===== config.mk =====
export PLATFORM = sky130hd
export DESIGN_NAME = hazard_scoreboard_flat
export DESIGN_NICKNAME = d
export VERILOG_FILES = /design/src/rtl/hazard_scoreboard_if.sv /design/src/rtl/hazard_scoreboard.sv /design/src/flat_wrapper.sv
export SDC_FILE = /design/constraint.sdc
export NUM_CORES = 1
export LEC_CHECK = 0
export ABC_AREA = 1
export BUFFER_PORTS_ARGS = -buffer_cell sky130_fd_sc_hd__buf_2
export CORE_MARGIN = 3
export CORE_UTILIZATION = 55
export DETAILED_ROUTE_END_ITERATION = 16
export PLACE_DENSITY = 0.81
export SLEW_MARGIN = 30
export SYNTH_ARGS = -nofsm -noshare
export SYNTH_HDL_FRONTEND = slang
export SYNTH_SLANG_ARGS = --single-unit

===== constraint.sdc =====
create_clock -name clk -period 1.75 [get_ports clk]
set_input_delay 0.175 -clock clk [delete_from_list [all_inputs] [get_ports clk]]
set_output_delay 0.175 -clock clk [all_outputs]
set_load 0.01 [all_outputs]

===== src/rtl/hazard_scoreboard_if.sv =====
// Decode/issue-side bundle between the issue stage and the hazard scoreboard.
// The issue stage drives the instruction and flush; the scoreboard returns forwarding selects and stall.
interface hazard_scoreboard_if #(
  parameter int NSTAGES = 3
);
  localparam int SEL_W = $clog2(NSTAGES + 1);

  logic             issue_valid;
  logic [31:0]      instruction_s1;
  logic             flush;
  logic [SEL_W-1:0] fwd_sel_1;
  logic [SEL_W-1:0] fwd_sel_2;
  logic             stall;
  logic [31:0]      stall_cnt;

  modport master (
    output issue_valid, instruction_s1, flush,
    input  fwd_sel_1, fwd_sel_2, stall, stall_cnt
  );

  modport slave (
    input  issue_valid, instruction_s1, flush,
    output fwd_sel_1, fwd_sel_2, stall, stall_cnt
  );
endinterface


===== src/rtl/hazard_scoreboard.sv =====
// RAW hazard scoreboard: shift chain of older writers, youngest-match forwarding select,
// load-use (or no-forwarding) stall request and a free-running stall-cycle counter.
module hazard_scoreboard #(
  parameter int NSTAGES  = 3,
  parameter int LOAD_LAT = 2,
  parameter int FWD_EN   = 1
) (
  input  logic              clk,
  input  logic              rst,
  hazard_scoreboard_if.slave bus
);
  localparam int SEL_W = $clog2(NSTAGES + 1);

  localparam logic [6:0] OPC_ARI_RTYPE = 7'b0110011;
  localparam logic [6:0] OPC_ARI_ITYPE = 7'b0010011;
  localparam logic [6:0] OPC_LOAD      = 7'b0000011;
  localparam logic [6:0] OPC_STORE     = 7'b0100011;
  localparam logic [6:0] OPC_BRANCH    = 7'b1100011;
  localparam logic [6:0] OPC_AUIPC     = 7'b0010111;
  localparam logic [6:0] OPC_LUI       = 7'b0110111;
  localparam logic [6:0] OPC_JAL       = 7'b1101111;
  localparam logic [6:0] OPC_JALR      = 7'b1100111;
  localparam logic [6:0] OPC_CSR       = 7'b1110011;

  logic [6:0] opcode;
  logic [4:0] rs1;
  logic [4:0] rs2;
  logic [4:0] dec_rd;
  logic       dec_writer;
  logic       dec_is_load;
  logic       use_rs1;
  logic       use_rs2;
  logic       unused_bits;

  assign opcode      = bus.instruction_s1[6:0];
  assign dec_rd      = bus.instruction_s1[11:7];
  assign rs1         = bus.instruction_s1[19:15];
  assign rs2         = bus.instruction_s1[24:20];
  assign unused_bits = ^{bus.instruction_s1[31:25], bus.instruction_s1[14:12]};

  always_comb begin
    dec_writer  = 1'b0;
    dec_is_load = 1'b0;
    use_rs1     = 1'b0;
    use_rs2     = 1'b0;
    case (opcode)
      OPC_ARI_RTYPE: begin dec_writer = 1'b1; use_rs1 = 1'b1; use_rs2 = 1'b1; end
      OPC_ARI_ITYPE: begin dec_writer = 1'b1; use_rs1 = 1'b1; end
      OPC_LOAD:      begin dec_writer = 1'b1; use_rs1 = 1'b1; dec_is_load = 1'b1; end
      OPC_STORE:     begin use_rs1 = 1'b1; use_rs2 = 1'b1; end
      OPC_BRANCH:    begin use_rs1 = 1'b1; use_rs2 = 1'b1; end
      OPC_AUIPC,
      OPC_LUI,
      OPC_JAL:       dec_writer = 1'b1;
      OPC_JALR,
      OPC_CSR:       begin dec_writer = 1'b1; use_rs1 = 1'b1; end
      default:       dec_writer = 1'b0;
    endcase
  end

  // Flattened view of the chain; bit/element k-1 is entry k (k positions ahead).
  logic [NSTAGES-1:0]      ent_valid;
  logic [NSTAGES-1:0][4:0] ent_rd;
  logic [NSTAGES-1:0]      ent_is_load;

  logic       stall;
  logic       new_valid;
  logic [4:0] new_rd;
  logic       new_is_load;

  // x0 is never a real destination, so it is stored as a bubble and can never match.
  assign new_valid   = bus.issue_valid & ~stall & ~bus.flush & dec_writer & (dec_rd != 5'd0);
  assign new_rd      = dec_rd;
  assign new_is_load = dec_is_load;

  genvar gi;
  generate
    for (gi = 0; gi < NSTAGES; gi++) begin : g_stage
      logic       valid_q;
      logic       valid_d;
      logic [4:0] rd_q;
      logic [4:0] rd_d;
      logic       is_load_q;
      logic       is_load_d;

      if (gi == 0) begin : g_head
        always_comb begin
          valid_d   = new_valid;
          rd_d      = new_rd;
          is_load_d = new_is_load;
        end
      end else begin : g_tail
        always_comb begin
          valid_d   = ent_valid[gi-1];
          rd_d      = ent_rd[gi-1];
          is_load_d = ent_is_load[gi-1];
        end
      end

      always_ff @(posedge clk) begin
        if (rst) begin
          valid_q   <= 1'b0;
          rd_q      <= 5'd0;
          is_load_q <= 1'b0;
        end else begin
          valid_q   <= valid_d;
          rd_q      <= rd_d;
          is_load_q <= is_load_d;
        end
      end

      assign ent_valid[gi]   = valid_q;
      assign ent_rd[gi]      = rd_q;
      assign ent_is_load[gi] = is_load_q;
    end
  endgenerate

  // Returns {stall_request, select}; scanning oldest-to-youngest lets the youngest match win.
  function automatic logic [SEL_W:0] resolve(
    input logic                    used,
    input logic [4:0]              rs,
    input logic [NSTAGES-1:0]      v,
    input logic [NSTAGES-1:0][4:0] rd,
    input logic [NSTAGES-1:0]      ld
  );
    logic             hit;
    int               hk;
    logic             hl;
    logic             req;
    logic [SEL_W-1:0] sel;
    hit = 1'b0;
    hk  = 0;
    hl  = 1'b0;
    req = 1'b0;
    sel = '0;
    for (int k = NSTAGES - 1; k >= 0; k--) begin
      if (v[k] && (rd[k] == rs)) begin
        hit = 1'b1;
        hk  = k + 1;
        hl  = ld[k];
      end
    end
    if (used && hit) begin
      if (FWD_EN == 0) begin
        req = 1'b1;
      end else if (hl && (hk < LOAD_LAT)) begin
        req = 1'b1;
      end else begin
        sel = SEL_W'(hk);
      end
    end
    return {req, sel};
  endfunction

  logic [SEL_W:0] res_1;
  logic [SEL_W:0] res_2;

  always_comb begin
    res_1 = resolve(bus.issue_valid & use_rs1, rs1, ent_valid, ent_rd, ent_is_load);
    res_2 = resolve(bus.issue_valid & use_rs2, rs2, ent_valid, ent_rd, ent_is_load);
  end

  assign stall         = (res_1[SEL_W] | res_2[SEL_W]) & ~bus.flush;
  assign bus.fwd_sel_1 = res_1[SEL_W-1:0];
  assign bus.fwd_sel_2 = res_2[SEL_W-1:0];
  assign bus.stall     = stall;

  logic [31:0] stall_cnt_q;
  logic [31:0] stall_cnt_d;

  always_comb begin
    stall_cnt_d = stall_cnt_q;
    if (stall) begin
      stall_cnt_d = stall_cnt_q + 32'd1;
    end
  end

  always_ff @(posedge clk) begin
    if (rst) begin
      stall_cnt_q <= 32'd0;
    end else begin
      stall_cnt_q <= stall_cnt_d;
    end
  end

  assign bus.stall_cnt = stall_cnt_q;
endmodule


===== src/flat_wrapper.sv =====
// flat-port wrapper written by rule: the top's interface ports become plain ports
module hazard_scoreboard_flat 
#(
  parameter int NSTAGES  = 3,
  parameter int LOAD_LAT = 2,
  parameter int FWD_EN   = 1
)
  (clk, rst, bus_issue_valid, bus_instruction_s1, bus_flush, bus_fwd_sel_1, bus_fwd_sel_2, bus_stall, bus_stall_cnt);
  hazard_scoreboard_if #(.NSTAGES(NSTAGES)) bus_i ();
  input  logic clk;
  input  logic rst;
  input wire logic [$bits(bus_i.issue_valid)-1:0] bus_issue_valid;
  input wire logic [$bits(bus_i.instruction_s1)-1:0] bus_instruction_s1;
  input wire logic [$bits(bus_i.flush)-1:0] bus_flush;
  output wire logic [$bits(bus_i.fwd_sel_1)-1:0] bus_fwd_sel_1;
  output wire logic [$bits(bus_i.fwd_sel_2)-1:0] bus_fwd_sel_2;
  output wire logic [$bits(bus_i.stall)-1:0] bus_stall;
  output wire logic [$bits(bus_i.stall_cnt)-1:0] bus_stall_cnt;
  assign bus_i.issue_valid = bus_issue_valid;
  assign bus_i.instruction_s1 = bus_instruction_s1;
  assign bus_i.flush = bus_flush;
  assign bus_fwd_sel_1 = bus_i.fwd_sel_1;
  assign bus_fwd_sel_2 = bus_i.fwd_sel_2;
  assign bus_stall = bus_i.stall;
  assign bus_stall_cnt = bus_i.stall_cnt;
  hazard_scoreboard #(.NSTAGES(NSTAGES), .LOAD_LAT(LOAD_LAT), .FWD_EN(FWD_EN)) u_core (.clk(clk), .rst(rst), .bus(bus_i));
endmodule

==> impl_metrics.ini <==
[run_status]
status = complete, but fails checks
violations = setup timing

[sta]
fmax_mhz = 515
rsz0062_at_grt = true
worst_pin_slew_ns = 0.468
clock_skew_ns = 0.00959
hold_viol = 0
fin_crit_ns = 1.94
setup_slack_ns = -0.191
max-slew-margin-rel_pct = 68.8
maxSlewViolCount = 0
period_share_pct = 111
setup_viol = 36

[critical_path]
startpoint_type = register
required_ns = 2.00
worstSetupPathType = reg -> reg
crit_path_top_delay_cell = dfxtp_1
crit_arrival_ns = 2.20
path_cells = nand2_1 -> nor2_1 -> nand2_1 -> nor2_1 -> buf_4 -> xor2_1 -> nand3_1 -> a21oi_2
end_kind = register
crit_family = simple AND/OR/NAND/NOR gates
critical-path-max-stage-delay_ns = 0.48
crit_buf_inv = 1
crit_fanout = 6

[routing]
post_drt_via_cell_ratio = 5.71
ant_nets = 0
drt_iter0_drc = 349
drt-total-wl_mm = 11.1
drt-wirelength-per-cell_um = 16.2
dr.pass1.iters = 5
vias = 3918
drc = 0

[logic_synthesis]
synthArstFlopShare_pct = 0
synth_mux_area_share_pct = 0
synth_area_sq_um = 3360
synthCells = 519
synth_xor_area_share_pct = 7.82
synth_top_family_by_area = simple AND/OR/NAND/NOR gates
synth-edff-count = 0
synth_compound_area_share_pct = 8.49
synthFlopType = dfxtp_1
yosys.area_share.simple_pct = 42.5
yosysSeqAreaShare_pct = 30.4
ys_seq_elements = 51
avgSynthCellArea_sq_um = 6.48
yosys_warnings = 0
synth.distinct_cells = 36
synth_fa_ha_area_share_pct = 0.372
synth_nets = 556

[global_routing]
grt_pass1_vias = 3556
track_usage_pct = 28.9
grt_pass1_wl_mm = 16.6
grt_overflow = 0
grt_start_max_net_pins = 33
antenna_found_initial = 0

[cts]
cts.sinks = 51
cts_tree = yes
worstSkewPairLatency_ns = 0.32
htree_levels = 2
cts_buffer_depth = 2
cts_root_buffer = clkbuf_8
numCtsBuffers = 5
clk_pin_slew_ns = 0.10

[cells_and_area]
area_growth_pct = 38.7
diodes = 0
nets = 650
layout-drive-gt1-share_pct = 41.0

[power]
leakage_nw = 1.86
power.density_nw_per_um2 = 495
irDropWorstVdd_v = 0.000447
totalPowerFinal_mw = 2.31

[place]
place_congestion = 0.889
hpwl_mm = 7.01
port_buffers = 62
dp_slack_ns = -0.0622

[floorplanning]
row_count = 27
io_pins = 73
core_sq_um = 5710
die-area_sq_um = 7080
die_w_um = 84.2
die_h_um = 84.2
start_util_pct = 58.9

[run]
drv_cap = 0

[min_path]
hold_class = in -> reg
==> synth_stat cells (2+ instances only) <==
cell,count,area [sq um]
buf_8,2,30.0
nand2_4,2,22.5
nor2_4,5,56.3
buf_6,3,33.8
a21oi_1,41,205
inv_2,13,48.8
nand3_1,37,185
buf_4,2,15.0
nand3_4,2,35.0
o21ai_0,2,10.0
nand3b_1,3,22.5
xor2_1,17,149
nor2_1,61,229
clkbuf_1,6,22.5
o22ai_1,3,18.8
nand2_2,3,18.8
nand4_1,10,62.6
nor2_2,4,25.0
dfxtp_1,51,1020
xnor2_1,13,114
nor3_1,20,100
nand2_1,153,574
inv_1,46,173
nand3_2,8,80.1
==> path summary, 6_finish.rpt <==
check                             from                        end  slack [ns]  cells past startpoint
max            u_core.bus.stall_cnt[2]   u_core.bus.stall_cnt[13]       -0.19                      8
min              bus_instruction_s1[9]  u_core.g_stage[0].rd_q[2]        0.07                      3
max reg2reg    u_core.bus.stall_cnt[2]   u_core.bus.stall_cnt[13]       -0.19                      8
min reg2reg  u_core.g_stage[1].valid_q  u_core.g_stage[2].valid_q        0.47                      2
==> area by class of cell <==
cell class	count	area (sq um)
Inverter	60	228
Tap cell	72	90.1
Sequential cell	51	1050
Timing Repair Buffer	99	701
Clock inverter	3	43.8
Fill cell	389	1050
Multi-Input combinational cell	396	2480
Clock buffer	5	68.8
==> tightest hold or removal path: stages <==
cell and delay, ns:
buf_2 0.11, inv_1 0.05, nor2_1 0.03
==> power by group <==
part | leakage (nW) | total, mW | switching (mW) | internal (mW)
combinational | 1.38 | 0.250 | 0.168 | 0.0823
clock | 0.0581 | 0.870 | 0.443 | 0.427
sequential | 0.420 | 1.19 | 0.0163 | 1.17
total | 1.86 | 2.31 | 0.627 | 1.68
==> cells in the final DEF (no fill, tap or decap), types with 4 or more instances in the layout <==
master / count
nand2_8: 4
nand3_4: 7
inv_1: 41
xor2_1: 17
a21oi_2: 23
xnor2_1: 11
nor2_4: 6
nor3_1: 17
buf_4: 27
nor2_2: 8
nor2_1: 56
nand3_2: 18
a21oi_1: 18
inv_2: 17
dfxtp_4: 4
dfxtp_2: 10
nand2_4: 15
clkbuf_8: 5
nand2_1: 121
nand4_1: 10
buf_6: 4
buf_2: 62
nand3_1: 22
nand2_2: 21
dfxtp_1: 37
==> state kept, by name, summed over array words and instances (netlist names) <==
| name | flops |
|---|---|
| u_core.bus.stall_cnt | 32 |
| u_core.g_stage.is_load_q | 1 |
| u_core.g_stage.rd_q | 15 |
| u_core.g_stage.valid_q | 3 |
==> cell families after synthesis <==
family	count (synthesis)
simple gates	310
buf+inv	75
compound gates	52
flops	51
xor+xnor	30
fa+ha+maj	1
==> metal layers <==
layer	share of wire (%)	up-vias	GRT usage [%]
li1	-	1844	-
met1	44	1863	41.2
met2	45	198	43.8
met3	9.9	13	7.07
met4	1.0	0	6.43
met5	0	-	3.50
==> timing repair <==
action	4_1_cts	5_1_grt
resized for setup	36	105
endpoints found under the hold margin	0	0
pin swaps	23	38
setup endpoints to repair	36	37
hold buffers	0	0
setup buffers	7	5
gates cloned	4	2
==> through the flow <==
step | hold slack (ns) | util (%) | setup TNS, ns | cell area [sq um] | cells
global placement | 0.392 | 66.9 | -0.000799 | 3820 | 661
global route | 0.0775 | 81.6 | -7.01 | 4660 | 686
detailed placement | 0.400 | 66.9 | -0.951 | 3820 | 661
CTS | 0.0636 | 73.9 | -0.648 | 4220 | 680
finish | 0.0727 | 81.6 | -4.17 | 4660 | 686
floorplan | 0.282 | - | 0 | 3360 | 519
Note: power is estimated with default switching activity, not from simulation.
